--- src/rtl/x1_cegen.sv ---
// rtl/x1_cegen.sv - programmable multi-channel pe/ne clock-enable generator
module x1_cegen #(
  parameter int NCH    = 4,
  parameter int DW     = 8,
  parameter int SELW   = 2,
  parameter int REF_CH = 3,
  parameter logic [NCH*DW-1:0] DIV_INIT = {8'd15, 8'd7, 8'd3, 8'd1}
) (
  input  logic             clk_sys,
  input  logic             reset_n,
  input  logic [NCH-1:0]   ch_en,
  input  logic [NCH-1:0]   hold,
  input  logic [NCH-1:0]   lock,
  input  logic             div_we,
  input  logic [SELW-1:0]  div_sel,
  input  logic [DW-1:0]    div_wdata,
  output logic [NCH-1:0]   pend,
  output logic [NCH-1:0]   pe,
  output logic [NCH-1:0]   ne
);

  logic [DW-1:0]  cnt    [NCH];
  logic [DW-1:0]  div_a  [NCH];
  logic [DW-1:0]  div_p  [NCH];
  logic [DW:0]    half   [NCH];
  logic [NCH-1:0] run;
  logic [NCH-1:0] hold_q;
  logic [NCH-1:0] adv;
  logic [NCH-1:0] wrap;
  logic [NCH-1:0] force0;
  logic [NCH-1:0] apply;
  logic [NCH-1:0] wr_hit;
  logic [DW-1:0]  wdata_eff;

  // A zero divisor would give a one-cycle period with pe and ne colliding; clamp to 1.
  assign wdata_eff = (div_wdata == '0) ? DW'(1) : div_wdata;

  // Per-channel advance/wrap/lock decode and the points where a pending divisor may land.
  always_comb begin
    adv    = '0;
    wrap   = '0;
    force0 = '0;
    apply  = '0;
    wr_hit = '0;
    for (int i = 0; i < NCH; i++) begin
      adv[i]    = ch_en[i] & run[i] & ~hold_q[i];
      wrap[i]   = adv[i] & (cnt[i] == div_a[i]);
      wr_hit[i] = div_we & (div_sel == SELW'(i));
    end
    for (int i = 0; i < NCH; i++) begin
      // wrap[REF_CH] already implies the reference is running and not held
      force0[i] = (i != REF_CH) & lock[i] & run[i] & wrap[REF_CH];
      apply[i]  = ~run[i] | ~ch_en[i] | wrap[i] | force0[i];
    end
  end

  // Counters, run/hold sampling and the active/pending divisor handshake.
  always_ff @(posedge clk_sys or negedge reset_n) begin
    if (!reset_n) begin
      run    <= '0;
      hold_q <= '0;
      pend   <= '0;
      for (int i = 0; i < NCH; i++) begin
        cnt[i]   <= '0;
        div_a[i] <= DIV_INIT[i*DW +: DW];
        div_p[i] <= '0;
      end
    end else begin
      run    <= ch_en;
      // hold is sampled like ch_en so the strobes depend on registers only
      hold_q <= hold;
      for (int i = 0; i < NCH; i++) begin
        if (!ch_en[i] || force0[i] || wrap[i]) begin
          cnt[i] <= '0;
        end else if (adv[i]) begin
          cnt[i] <= cnt[i] + DW'(1);
        end
        if (apply[i] && pend[i]) begin
          div_a[i] <= div_p[i];
        end
        // a write landing on an apply edge stays pending for the next one
        if (wr_hit[i]) begin
          div_p[i] <= wdata_eff;
          pend[i]  <= 1'b1;
        end else if (apply[i]) begin
          pend[i]  <= 1'b0;
        end
      end
    end
  end

  // Strobe decode from registered state; ne sits at floor(period/2).
  always_comb begin
    pe = '0;
    ne = '0;
    for (int i = 0; i < NCH; i++) begin
      half[i] = ({1'b0, div_a[i]} + {{DW{1'b0}}, 1'b1}) >> 1;
      pe[i]   = run[i] & ~hold_q[i] & (cnt[i] == '0);
      ne[i]   = run[i] & ~hold_q[i] & ({1'b0, cnt[i]} == half[i]);
    end
  end

endmodule

--- config.mk ---
export PLATFORM = sky130hd
export DESIGN_NAME = x1_cegen
export DESIGN_NICKNAME = d
export VERILOG_FILES = /design/src/rtl/x1_cegen.sv
export SDC_FILE = /design/constraint.sdc
export NUM_CORES = 1
export LEC_CHECK = 0
export BUFFER_PORTS_ARGS = -buffer_cell sky130_fd_sc_hd__buf_2
export CORE_MARGIN = 3
export CORE_UTILIZATION = 40
export CTS_CLUSTER_DIAMETER = 100
export DETAILED_ROUTE_END_ITERATION = 10
export PLACE_DENSITY = 0.68
export SLEW_MARGIN = 10
export SYNTH_ARGS = -nofsm -noshare
export SYNTH_HDL_FRONTEND = slang
export SYNTH_SLANG_ARGS = --single-unit
--- constraint.sdc ---
create_clock -name clk_sys -period 3.2 [get_ports clk_sys]
set_input_delay 0.16 -clock clk_sys [delete_from_list [all_inputs] [get_ports clk_sys]]
set_output_delay 0.16 -clock clk_sys [all_outputs]
set_load 0.02 [all_outputs]
# Word-level counts from Yosys, hierarchy flattened
# Index checks and enable logic that the tools add are counted.
classes:
  addsub: 8
  mul: 0
  div_mod_pow: 0
  n_lt_le_gt_ge: 0
  eq_ne: 11
  shift: 0
  n_mux: 17
  bitwise_logic: 57
  n_reduce_logical: 29
ops:
  columns: ["operator", "count"]
  rows:
  - ["8-bit two-way mux", 9]
  - ["8-bit == test", 8]
  - ["8-bit logical NOT", 5]
  - ["8-bit by 1-bit adder with 9-bit output (second input constant)", 4]
  - ["1-bit AND", 34]
  - ["8-bit by 1-bit adder with 8-bit output (second input constant)", 4]
  - ["2-bit nonzero test", 8]
  - ["1-bit NOT", 12]
  - ["1-bit bitwise OR", 11]
  - ["1-bit two-way mux", 8]
  - ["1-bit logical OR", 7]
  - ["2-bit == test (second input constant)", 2]
  - ["1-bit logical AND", 4]
  - ["1-bit logical NOT", 4]
  - ["2-bit by 1-bit == test with 1-bit output (second input constant)", 1]
  - ["2-bit logical NOT", 1]
word_totals:
  reg_bits: 108
  latch_bits: 0
  ram_bits: 0
  rom_bits: 0
  in_bits: 25
  out_inout_bits: 12
  elab_cells: 140
  memories: 0

# Longest topological paths before layout
# Gate-level depths: netlist of run 1.
logic_depth:
  depth_word: 7
  depth_mapped: 9
  ltp_nobuf: 6

# Worst setup path before layout of run 1
# No wires, ideal clock.
synth_timing:
  path_type: "register -> register"
  startpoint: "reg div_a[3] (netlist name)"
  endpoint: "reg div_a[18] (netlist name)"
  setup_ns: 0.125
  t_arrival_ns: 2.624
  t_required_ns: 3.075
  slack_ns: 0.451
  stages_incl_launch_ff: 9
  path_buffers: 3
  synth_period_minus_slack_ns: 2.749
  path_cell_list: "dfstp_2 clkbuf_1 xor2_1 or4b_4 or4_4 buf_6 a31o_1 buf_6 mux2_4"
synth_via:
  elab_chain_cells: 5
synth_rtl:
  columns: ["element", "line_no", "rtl"]
  rows:
  - ["from (decl)", "23", "logic [DW-1:0] div_a [NCH];"]
  - ["from (signal, indexed assignment)", "65", "div_a[i] <= DIV_INIT[i*DW +: DW];"]
  - ["from (signal, indexed assignment)", "79", "div_a[i] <= div_p[i];"]
  - ["8-bit == test", "47", "wrap[i] = adv[i] & (cnt[i] == div_a[i]);"]
  - ["1-bit AND", "47", null]
  - ["1-bit AND", "52", "force0[i] = (i != REF_CH) & lock[i] & run[i] & wrap[REF_CH];"]
  - ["1-bit bitwise OR", "53", "apply[i] = ~run[i] | ~ch_en[i] | wrap[i] | force0[i];"]
  - ["1-bit logical AND", "78", "if (apply[i] && pend[i]) begin"]
# No other way between the ends.
# A chain may end at the register's enable or synchronous reset.

# Worst setup path after layout of run 1
layout_timing:
  startpoint: "reg div_a[0] (netlist name)"
  endpoint: "reg div_a[28] (netlist name)"
# Same word-level chain as after synthesis.

==> impl_results.md, run 1 <==
* Worst Setup End Kind: register
* CP Data Required Time at 3.44 ns
* Syn_nets at 634
* WL final at 13410 µm
* Final slew viol count at 0
* Total number of vias at 4584
* Post-synth top area cell: dfrtp_1
* #FFs+latches synth at 108
* Tightest Pin Transition at 0.7735 ns
* Yosys top cell area share at 39.59%
* Dpl cell area at 0.006507 mm²
* Sequential-to-total area share from yosys stat at 43.83%
* Worst path slowest cell: or4_1
* Antenna viol nets, final at 0
* RSZ-0062 raised after global routing: no
* Dpl hpwl at 9530 µm
* Area grow syn2layout at 11.65%
* Number of global-route vias before repair at 4546
* Endpoints failing setup at 0
* Most frequent cells in the layout: dfrtp_1, xnor2_1, mux2_2, nor2_1, nand2_1
* Final Hold Fails at 0
* Ys async rst share at 100.0%
* Min Tclk post-route at 2.843 ns
* CP max FO at 8
* Max Cap Viol at 0
* Hold WC Path Type: input pin to register
* Top cells by area, synth: dfrtp_1, mux2_2, xnor2_1
* Most used flip-flop cell after synthesis: dfrtp_1
* Die X at 130.4 µm
* Post-CTS Setup Inserts at 0
* Root Buffer: clkbuf_16
* I/O Pins at 37
* DRT iter0 DRCs at 294
* Startpoint class of the critical path: register
* Initial antenna violation count at 0
* Cell family with most CP delay: simple AND/OR/NAND/NOR gates
* Worst skew pair latency at 0.36 ns
* Diodes inserted at 0
* Cts bufs inserted at 9
* Yosys warning count at 0
* Most common cell after layout, fill and taps aside: dfrtp_1
* Vias per inst at 5.645
* CP Data Arrival Time at 3.08 ns
* Crit path cell chain: xor2_1 -> or4_1 -> or4_1 -> a31oi_4 -> mux2_2
* CTS tree: yes
* Die area at 0.01702 mm²
* Total GRT Usage at 16.59%
* Final core occ at 46.53%
* TNS Setup at 0 ns
* Post-route clock period utilization at 88.84%
* CTS H-tree lvls at 3
* Ratio of cells with drive above 1 in the final layout at 21.97%
* Final Wtd Congestion at 0.8541
* GR Layer Usage met1 at 22.92%
* TritonRoute pass-1 iters at 4
* PortBufs at 35
* Clock sink count at 108
* First-pass GRT wire length at 22450 µm
* Synth Instances at 597
* LEAKAGE at 2.805 nW
* Crit path kind: register to register
* Cell mode on critical path: or4_1
* Fin area at 0.006917 mm²
* Synthesized cell area at 0.006195 mm²
* Initial Util at 41.68%
* Most used routing layer: met2
* Max_slew headroom at 48.12%
* Post-Syn Area per Cell at 10.38 µm²
* # rows at 44
* Fillcell total at 1358
* Max clock buf depth at 2
* Pwr Density at 623.9 mW/mm²
* Global Route met3 Usage at 4.431%
* Total power at 4.315 mW
* Peak VDD IR at 0.3106 mV
* DRC errors left at 0
* Core ar. at 0.01486 mm²
* Count of cell types in the netlist at 59
* M2 GR Usage at 26.01%
* Largest net degree at the start of global routing at 109
* CP peak stage delay at 0.69 ns
* GRT overflow at 0
* Post-synth EDFFs at 0
* Clock Pin Slew Worst Setup and Hold Paths at 0.08 ns
* Routed len/inst at 16.51 µm
* Worst Skew at 0.01187 ns
* Die H at 130.4 µm
* # nets final at 660
* CP Buf/Inv Count at 0
* Fmax achieved at 0.3518 GHz
* Outcome: complete, no violations
[per-layer routing]
layer	vias to the layer above	wire, µm
met5	-	0
met4	0	221
met3	17	630
met2	92	6215
met1	2296	6344
li1	2179	-
[synthesized netlist by cell type (8+ instances only)]
master and count:
dfrtp_1 98, xnor2_1 61, mux2_2 53, nor2_1 38
nand2_1 35, clkbuf_1 29, nand3_1 26, nand4_1 23
xor2_1 23, inv_1 19, o21ai_0 18, a21oi_1 16
nor2b_1 13, ha_1 12, dfstp_2 10, nor4_1 9
and3_1 8, mux2_4 8
[per-stage QoR]
| stage | hold slack, ns | setup slack (ns) | instances |
|---|---|---|---|
| CTS | 0.1247 | 0.3690 | 812 |
| floorplan | -0.1356 | 0.4505 | 597 |
| finish | 0.1279 | 0.3573 | 812 |
| detailed placement | 0.2699 | 0.3942 | 787 |
| global placement | 0.2679 | 0.4087 | 787 |
| global route | 0.1285 | 0.2434 | 812 |
[cell type report]
type                            instances  area (µm²)  share of cell area (%)
Tap cell                              184       230.2                   3.329
Multi-Input combinational cell        433        3241                   46.85
Clock buffer                            9       225.2                   3.256
Sequential cell                       108        2715                   39.25
Clock inverter                          7       93.84                   1.357
Timing Repair Buffer                   52       340.3                   4.920
Inverter                               19       71.32                   1.031
[state kept, by name, indices dropped and copies added, names as in the netlist]
name / count
cnt: 32
div_a: 32
div_p: 32
hold_q: 4
pend: 4
run: 4
[where the power goes]
| part | switching (mW) | total (mW) | internal [mW] |
|---|---|---|---|
| sequential | 0.395 | 2.05 | 1.65 |
| combinational | 0.482 | 1.10 | 0.615 |
| clock | 0.544 | 1.17 | 0.628 |
| total | 1.42 | 4.32 | 2.89 |
[worst paths after layout]
kind,to,slack (ns),cells after the start,from
setup / recovery,div_a[28],0.36,5,div_a[0]
hold / removal,div_p[19],0.13,2,div_wdata[3]
setup reg to reg,div_a[28],0.36,5,div_a[0]
hold reg to reg,div_p[8],0.48,2,div_p[8]
max in group asynchronous,cnt[29],2.31,3,reset_n
min in group asynchronous,cnt[13],0.38,3,reset_n
[cells by family (layout without fill, tap and decap cells)]
group	count (synthesis)	in the layout	share of synthesized area, %
and+or+nand+nor	196	196	17.25
xor gates and xnor gates	84	84	11.88
adders and majority gates	12	12	2.424
buffers and inverters	56	87	3.858
muxes	62	62	11.74
AOI/OAI and AO/OA	79	79	9.029
DFF	108	108	43.83
[what timing repair did]
action	4_1_cts	5_1_grt
endpoints found under the hold margin	106	0
gates resized for setup	0	0
hold buffers	9	0
Power figures use the tool's default switching activity.
==> inputs of run 2 (changes only) <==
--- a/config.mk
+++ b/config.mk
@@ -10,7 +10,7 @@
 export CORE_UTILIZATION = 40
 export CTS_CLUSTER_DIAMETER = 100
 export DETAILED_ROUTE_END_ITERATION = 10
-export PLACE_DENSITY = 0.68
+export PLACE_DENSITY_LB_ADDON = 0.05
 export SLEW_MARGIN = 10
 export SYNTH_ARGS = -nofsm -noshare
 export SYNTH_HDL_FRONTEND = slang
==> run 2 against run 1 <==
Register-to-register slack improved by 0.03 ns. Wire length increased by 0.48%. Global-route usage increased by 0.17 points. Fmax increased by 1.0%. Clock skew decreased by 0.0073 ns. Sequential power about the same. Setup slack improved by 0.028 ns. Clock power about the same. Sequential cell count unchanged. Utilization decreased by 0.11 points. Via count decreased by 2.8%. Combinational power about the same. Critical endpoint is now div_a[20]. Largest cell class unchanged. Highest routed layer unchanged.
==> impl_results.md, run 2 (synthesis gave the netlist of run 1 again) <==
* Clock Pin Slew Worst Setup and Hold Paths at 0.07 ns (about the same)
* Final slew viol count at 0 (unchanged)
* CTS tree: yes
* # nets final at 662 (+0.30%)
* CP Data Arrival Time at 3.05 ns (-0.03 ns)
* Endpoints failing setup at 0 (unchanged)
* Max_slew headroom at 26.69% (-21 points)
* Dpl cell area at 0.006518 mm² (+0.15%)
* Max clock buf depth at 2 (unchanged)
* Pwr Density at 617.5 mW/mm² (-1.0%)
* Crit path kind: register to register
* Number of global-route vias before repair at 4377 (-3.7%)
* Dpl hpwl at 9594 µm (+0.67%)
* Outcome: complete, no violations
* Die area at 0.01702 mm² (unchanged)
* Worst Setup End Kind: register
* LEAKAGE at 2.803 nW (about the same)
* Ratio of cells with drive above 1 in the final layout at 22.38% (+0.41 points)
* I/O Pins at 37 (unchanged)
* Die H at 130.4 µm (unchanged)
* Post-route clock period utilization at 87.96% (-0.88 points)
* First-pass GRT wire length at 22450 µm (about the same)
* Initial Util at 41.68% (unchanged)
* Tightest Pin Transition at 1.100 ns (+0.3262 ns)
* Top flop regs: cnt (32), div_a (32), div_p (32)
* Fin area at 0.006900 mm² (-0.24%)
* Final Hold Fails at 0 (unchanged)
* Peak VDD IR at 0.2739 mV (-12%)
* Worst Skew at 0.004620 ns (-0.007253 ns)
* Reg2reg path depth at 5 (unchanged)
* TNS Setup at 0 ns (unchanged)
* R2r endpoint: div_a[20]
* # rows at 44 (unchanged)
* R2R Path Start: div_a[0]
* Diodes inserted at 0 (unchanged)
* Cts bufs inserted at 9 (unchanged)
* Worst skew pair latency at 0.35 ns (about the same)
* DRC errors left at 0 (unchanged)
* Most common cell after layout, fill and taps aside: dfrtp_1
* Post-CTS Setup Inserts at 0 (unchanged)
* Area grow syn2layout at 11.39%
* GRT overflow at 0 (unchanged)
* Fmax achieved at 0.3553 GHz (+1.0%)
* CP max FO at 9 (+1)
* Startpoint class of the critical path: register
* PortBufs at 35 (unchanged)
* WL final at 13470 µm (+0.48%)
* Final Wtd Congestion at 0.8256 (-3.3%)
* Antenna viol nets, final at 0 (unchanged)
* Vias per inst at 5.472 (-3.1%)
* Most frequent cells in the layout: dfrtp_1, xnor2_1, mux2_2, nor2_1, nand2_1
* Initial antenna violation count at 0 (unchanged)
* Largest net degree at the start of global routing at 87 (-20%)
* Hold WC Path Type: input pin to asynchronous set/reset pin
* Final Hold Slack at 0.01639 ns (-0.1115 ns)
* DP Worst Slack at 0.3906 ns (-0.003523 ns)
* Max Cap Viol at 0 (unchanged)
* Final core occ at 46.42% (-0.11 points)
* Total number of vias at 4454 (-2.8%)
* TritonRoute pass-1 iters at 4 (unchanged)
* Core ar. at 0.01486 mm² (unchanged)
* Flop-to-flop setup slack at 0.39 ns (+0.03 ns)
* DRT iter0 DRCs at 158 (-46%)
* Setup WS post-layout at 0.3854 ns (+0.02813 ns)
* RSZ-0062 raised after global routing: no
* CTS H-tree lvls at 3 (unchanged)
* Clock sink count at 108 (unchanged)
* Routed len/inst at 16.55 µm (+0.23%)
* Total GRT Usage at 16.76% (+0.17 points)
* Root Buffer: clkbuf_16
* Die X at 130.4 µm (unchanged)
* Min Tclk post-route at 2.815 ns (-0.02813 ns)
* CP Data Required Time at 3.44 ns (about the same)
## run 2: cell count changes in the layout (fill, tap and decap cells not counted), sizes merged
cell | before | now
dlygate4sd3 | 9 | 8
inv | 21 | 19
buf | 43 | 46
clkbuf | 9 | 10
clkinvlp | 1 | 2
## run 2: through the flow
stage | power (mW) | std cells
after floorplan | 2.853 | 597
after global placement | 3.108 | 790
after detailed placement | 3.142 | 790
after CTS | 4.315 | 814
after global routing | 4.537 | 814
final | 4.261 | 814
## run 2: how the worst max path moves through the flow
stage	start	slack, ns	to
floorplan	div_a[3]	0.45	div_a[18]
global placement	div_a[0]	0.40	div_a[21]
detailed placement	div_a[0]	0.39	div_a[20]
CTS	div_a[0]	0.37	div_a[20]
global route	div_a[0]	0.29	div_a[22]
finish	div_a[0]	0.39	div_a[20]
## run 2: layout make-up
| type | count | area, µm² |
|---|---|---|
| inverter | 19 | 71.32 |
| timing repair buffer | 54 | 340.3 |
| sequential | 108 | 2715 |
| fill | 1416 | 7964 |
| clock inverter | 6 | 63.81 |
| multi-input combinational | 433 | 3241 |
| tap | 184 | 230.2 |
| clock buffer | 10 | 239.0 |
## run 2: critical path: stages, from the launching register on
cell and delay [ns]:
dfstp_2 0.61, xor2_1 0.10, or4_1 0.58, or4_4 0.63, a31o_1 0.43, mux2_4 0.36
## run 2: per-layer routing
layer | up-vias | GRT usage (%) | wire, µm
li1 | 2188 | - | -
met1 | 2184 | 23.23 | 6564
met2 | 68 | 26.77 | 6325
met3 | 14 | 3.740 | 408
met4 | 0 | 4.356 | 176
met5 | - | 0 | 0
## run 2: power by group
part | internal, mW | total [mW] | switching [mW]
registers | 1.65 | 2.05 | 0.398
logic | 0.611 | 1.07 | 0.459
clock network | 0.627 | 1.14 | 0.511
## run 2: what timing repair did
| action | CTS | global route |
|---|---|---|
| resized for setup | 0 | 0 |
| hold buffers | 8 | 0 |
| hold endpoints to repair | 8 | 0 |
==> inputs of run 3 (changes only) <==
==> constraint.sdc (replaced) <==
create_clock -name clk_sys -period 2.8 [get_ports clk_sys]
set_input_delay 0.14 -clock clk_sys [delete_from_list [all_inputs] [get_ports clk_sys]]
set_output_delay 0.14 -clock clk_sys [all_outputs]
set_load 0.02 [all_outputs]
==> run 3 against run 2 <==
Setup slack worse by 0.26 ns. Fmax up 5.2%. Wire length up 1.4%. Worst hold slack better by 0.11 ns. Critical path depth unchanged. Final cell count up 1.7%. Register-to-register slack worse by 0.26 ns. Clock power up 23%. Sequential power up 12%. Critical endpoint is now div_a[21].
==> impl_results.md, run 3 (synthesis gave the netlist of run 1 again) <==
* Max_slew headroom at 58.26% (+32 points)
* Sequential power share at 45.5% (-2.6 points)
* Total GRT Usage at 17.13% (+0.38 points)
* CP Data Required Time at 3.04 ns (-0.40 ns)
* DP Worst Slack at 0.1624 ns (-0.2282 ns)
* Setup WS post-layout at 0.1246 ns (-0.2608 ns)
* Placed insts at 803 (+1.6%)
* CTS tree: yes
* PortBufs at 35 (unchanged)
* Hold_sp: div_wdata[4]
* Initial antenna violation count at 0 (unchanged)
* WL final at 13660 µm (+1.4%)
* Die X at 130.4 µm (unchanged)
* Worst skew pair latency at 0.35 ns (about the same)
* Min Tclk post-route at 2.675 ns (-0.1392 ns)
* Dpl hpwl at 9787 µm (+2.0%)
* First-pass GRT wire length at 23170 µm (+3.2%)
* GRT overflow at 0 (unchanged)
* Clock sink count at 108 (unchanged)
* Max clock buf depth at 2 (unchanged)
* Area of the multi-input gates at 0.003258 mm² (+0.54%)
* CTS H-tree lvls at 3 (unchanged)
* DRC errors left at 0 (unchanged)
* Outcome: complete, no violations
* Cts bufs inserted at 9 (unchanged)
* # rows at 44 (unchanged)
* Routed len/inst at 16.50 µm (-0.35%)
* DRT iter0 DRCs at 195 (+23%)
* Comb power frac at 26.8% (+1.7 points)
* Tightest Pin Transition at 0.6207 ns (-0.4790 ns)
* Post-route clock period utilization at 95.55% (+7.6 points)
* Antenna viol nets, final at 0 (unchanged)
* Most frequent cells in the layout: dfrtp_1, xnor2_1, mux2_2, nor2_1, nand2_1
* Fin area at 0.007059 mm² (+2.3%)
* Initial Util at 41.68% (unchanged)
* Switching Power at 1.607 mW (+17%)
* Final Hold Fails at 0 (unchanged)
* Hold WC Path Type: input pin to register
* TritonRoute pass-1 iters at 4 (unchanged)
* Fillcell total at 1421 (+0.35%)
* Final slew viol count at 0 (unchanged)
* CP Data Arrival Time at 2.91 ns (-0.14 ns)
* Peak VDD IR at 0.2985 mV (+9.0%)
* Sequential cell area at 0.002715 mm² (unchanged)
* Dpl cell area at 0.006628 mm² (+1.7%)
* Crit path kind: register to register
* Area grow syn2layout at 13.96%
* Diodes inserted at 0 (unchanged)
* TNS Setup at 0 ns (unchanged)
* Final Wtd Congestion at 0.8152 (-1.3%)
* Total number of vias at 4486 (+0.72%)
* RSZ-0062 raised after global routing: no
* Hold-critical path depth at 2
* R2R Path Start: div_a[1]
* Crit path launch: div_a[1]
* Max Cap Viol at 0 (unchanged)
* Min-Delay Endpoint: div_p[12]
* Endpoints failing setup at 0 (unchanged)
* Largest net degree at the start of global routing at 109 (+25%)
* Top flop regs: cnt (32), div_a (32), div_p (32)
* Core ar. at 0.01486 mm² (unchanged)
* Pwr Density at 713.8 mW/mm² (+16%)
* Number of global-route vias before repair at 4485 (+2.5%)
* CP max FO at 8 (-1)
* Die H at 130.4 µm (unchanged)
* Most common cell after layout, fill and taps aside: dfrtp_1
* Post-CTS Setup Inserts at 0 (unchanged)
* Sw Share at 31.89% (-0.24 points)
* Layout Cells excl Fill at 828 (+1.7%)
* R2r endpoint: div_a[21]
* Clock network power share at 27.7% (+1.0 points)
* Die area at 0.01702 mm² (unchanged)
* LEAKAGE at 2.888 nW (+3.0%)
* Flop-to-flop setup slack at 0.12 ns (-0.26 ns)
* # nets final at 676 (+2.1%)
* Worst Setup End Kind: register
* Startpoint class of the critical path: register
* Worst Skew at 0.007315 ns (+0.002695 ns)
* Int Power at 3.432 mW (+19%)
* Vias per inst at 5.418 (-0.98%)
* Root Buffer: clkbuf_16
* Reg2reg path depth at 5 (unchanged)
* Fmax achieved at 0.3738 GHz (+5.2%)
* Ratio of cells with drive above 1 in the final layout at 24.22% (+1.8 points)
* I/O Pins at 37 (unchanged)
* Clock Pin Slew Worst Setup and Hold Paths at 0.07 ns (about the same)
-- run 3: cell types whose count changed in the layout (fill, tap and decap cells not counted), sizes merged --
cell / previous run / this run
clkinvlp: 2 / 1
clkinv: 3 / 2
bufinv: 1 / 2
buf: 46 / 59
inv: 19 / 21
dlygate4sd3: 8 / 9
clkbuf: 10 / 9
-- run 3: per-layer routing --
layer	global-route usage, %	part of all wire (%)	vias up	routed length [µm]
li1	-	-	2210	-
met1	24.37	49	2200	6739
met2	27.19	46	65	6338
met3	2.439	3.0	11	409
met4	5.505	1.3	0	172
met5	0	0	-	0
-- run 3: area by class of cell --
class                      count  share of cell area (%)
clock buffer                   9                   3.190
clock inverter                 7                   1.400
inverter                      19                   1.010
multi-input combinational    433                   46.15
sequential                   108                   38.46
tap                          184                   3.261
timing repair buffer          68                   6.523
-- run 3: worst max-delay path by stage --
stage,to,slack (ns),cells past startpoint
2_1_floorplan,div_a[18],0.05,8
3_3_place_gp,div_a[25],0.16,5
3_5_place_dp,div_a[13],0.16,6
4_1_cts,ne[3],0.05,8
5_1_grt,ne[2],0.01,7
6_report,div_a[21],0.12,5
-- run 3: metrics by stage --
stage          power (mW)  utilization [%]  hold WS [ns]
2_1_floorplan       3.261                -       -0.1556
3_3_place_gp        3.618            44.59        0.2483
3_5_place_dp        3.659            44.59        0.2493
4_1_cts             5.099            47.37        0.1138
5_1_grt             5.383            47.49        0.1281
6_report            5.039            47.49        0.1217
-- run 3: worst max-delay path, cell delays in order (launching register included) --
cell     delay (ns)
dfstp_2        0.62
xor2_1         0.11
or4_1          0.47
or4_4          0.58
a31o_1         0.42
mux2_4         0.36
-- run 3: timing repair --
item | in CTS | in global routing
hold buffers | 9 | 0
endpoints found under the hold margin | 106 | 0
resized for setup | 0 | 4
endpoints found under the setup margin | 0 | 7
-- run 3: power groups by stage --
stage / sequential (mW) / clock, mW / combinational (mW)
2_1_floorplan: 2.13 / 0 / 1.13
3_3_place_gp: 2.31 / 0 / 1.31
3_5_place_dp: 2.32 / 0 / 1.34
4_1_cts: 2.29 / 1.45 / 1.36
5_1_grt: 2.36 / 1.51 / 1.52
6_report: 2.29 / 1.40 / 1.35
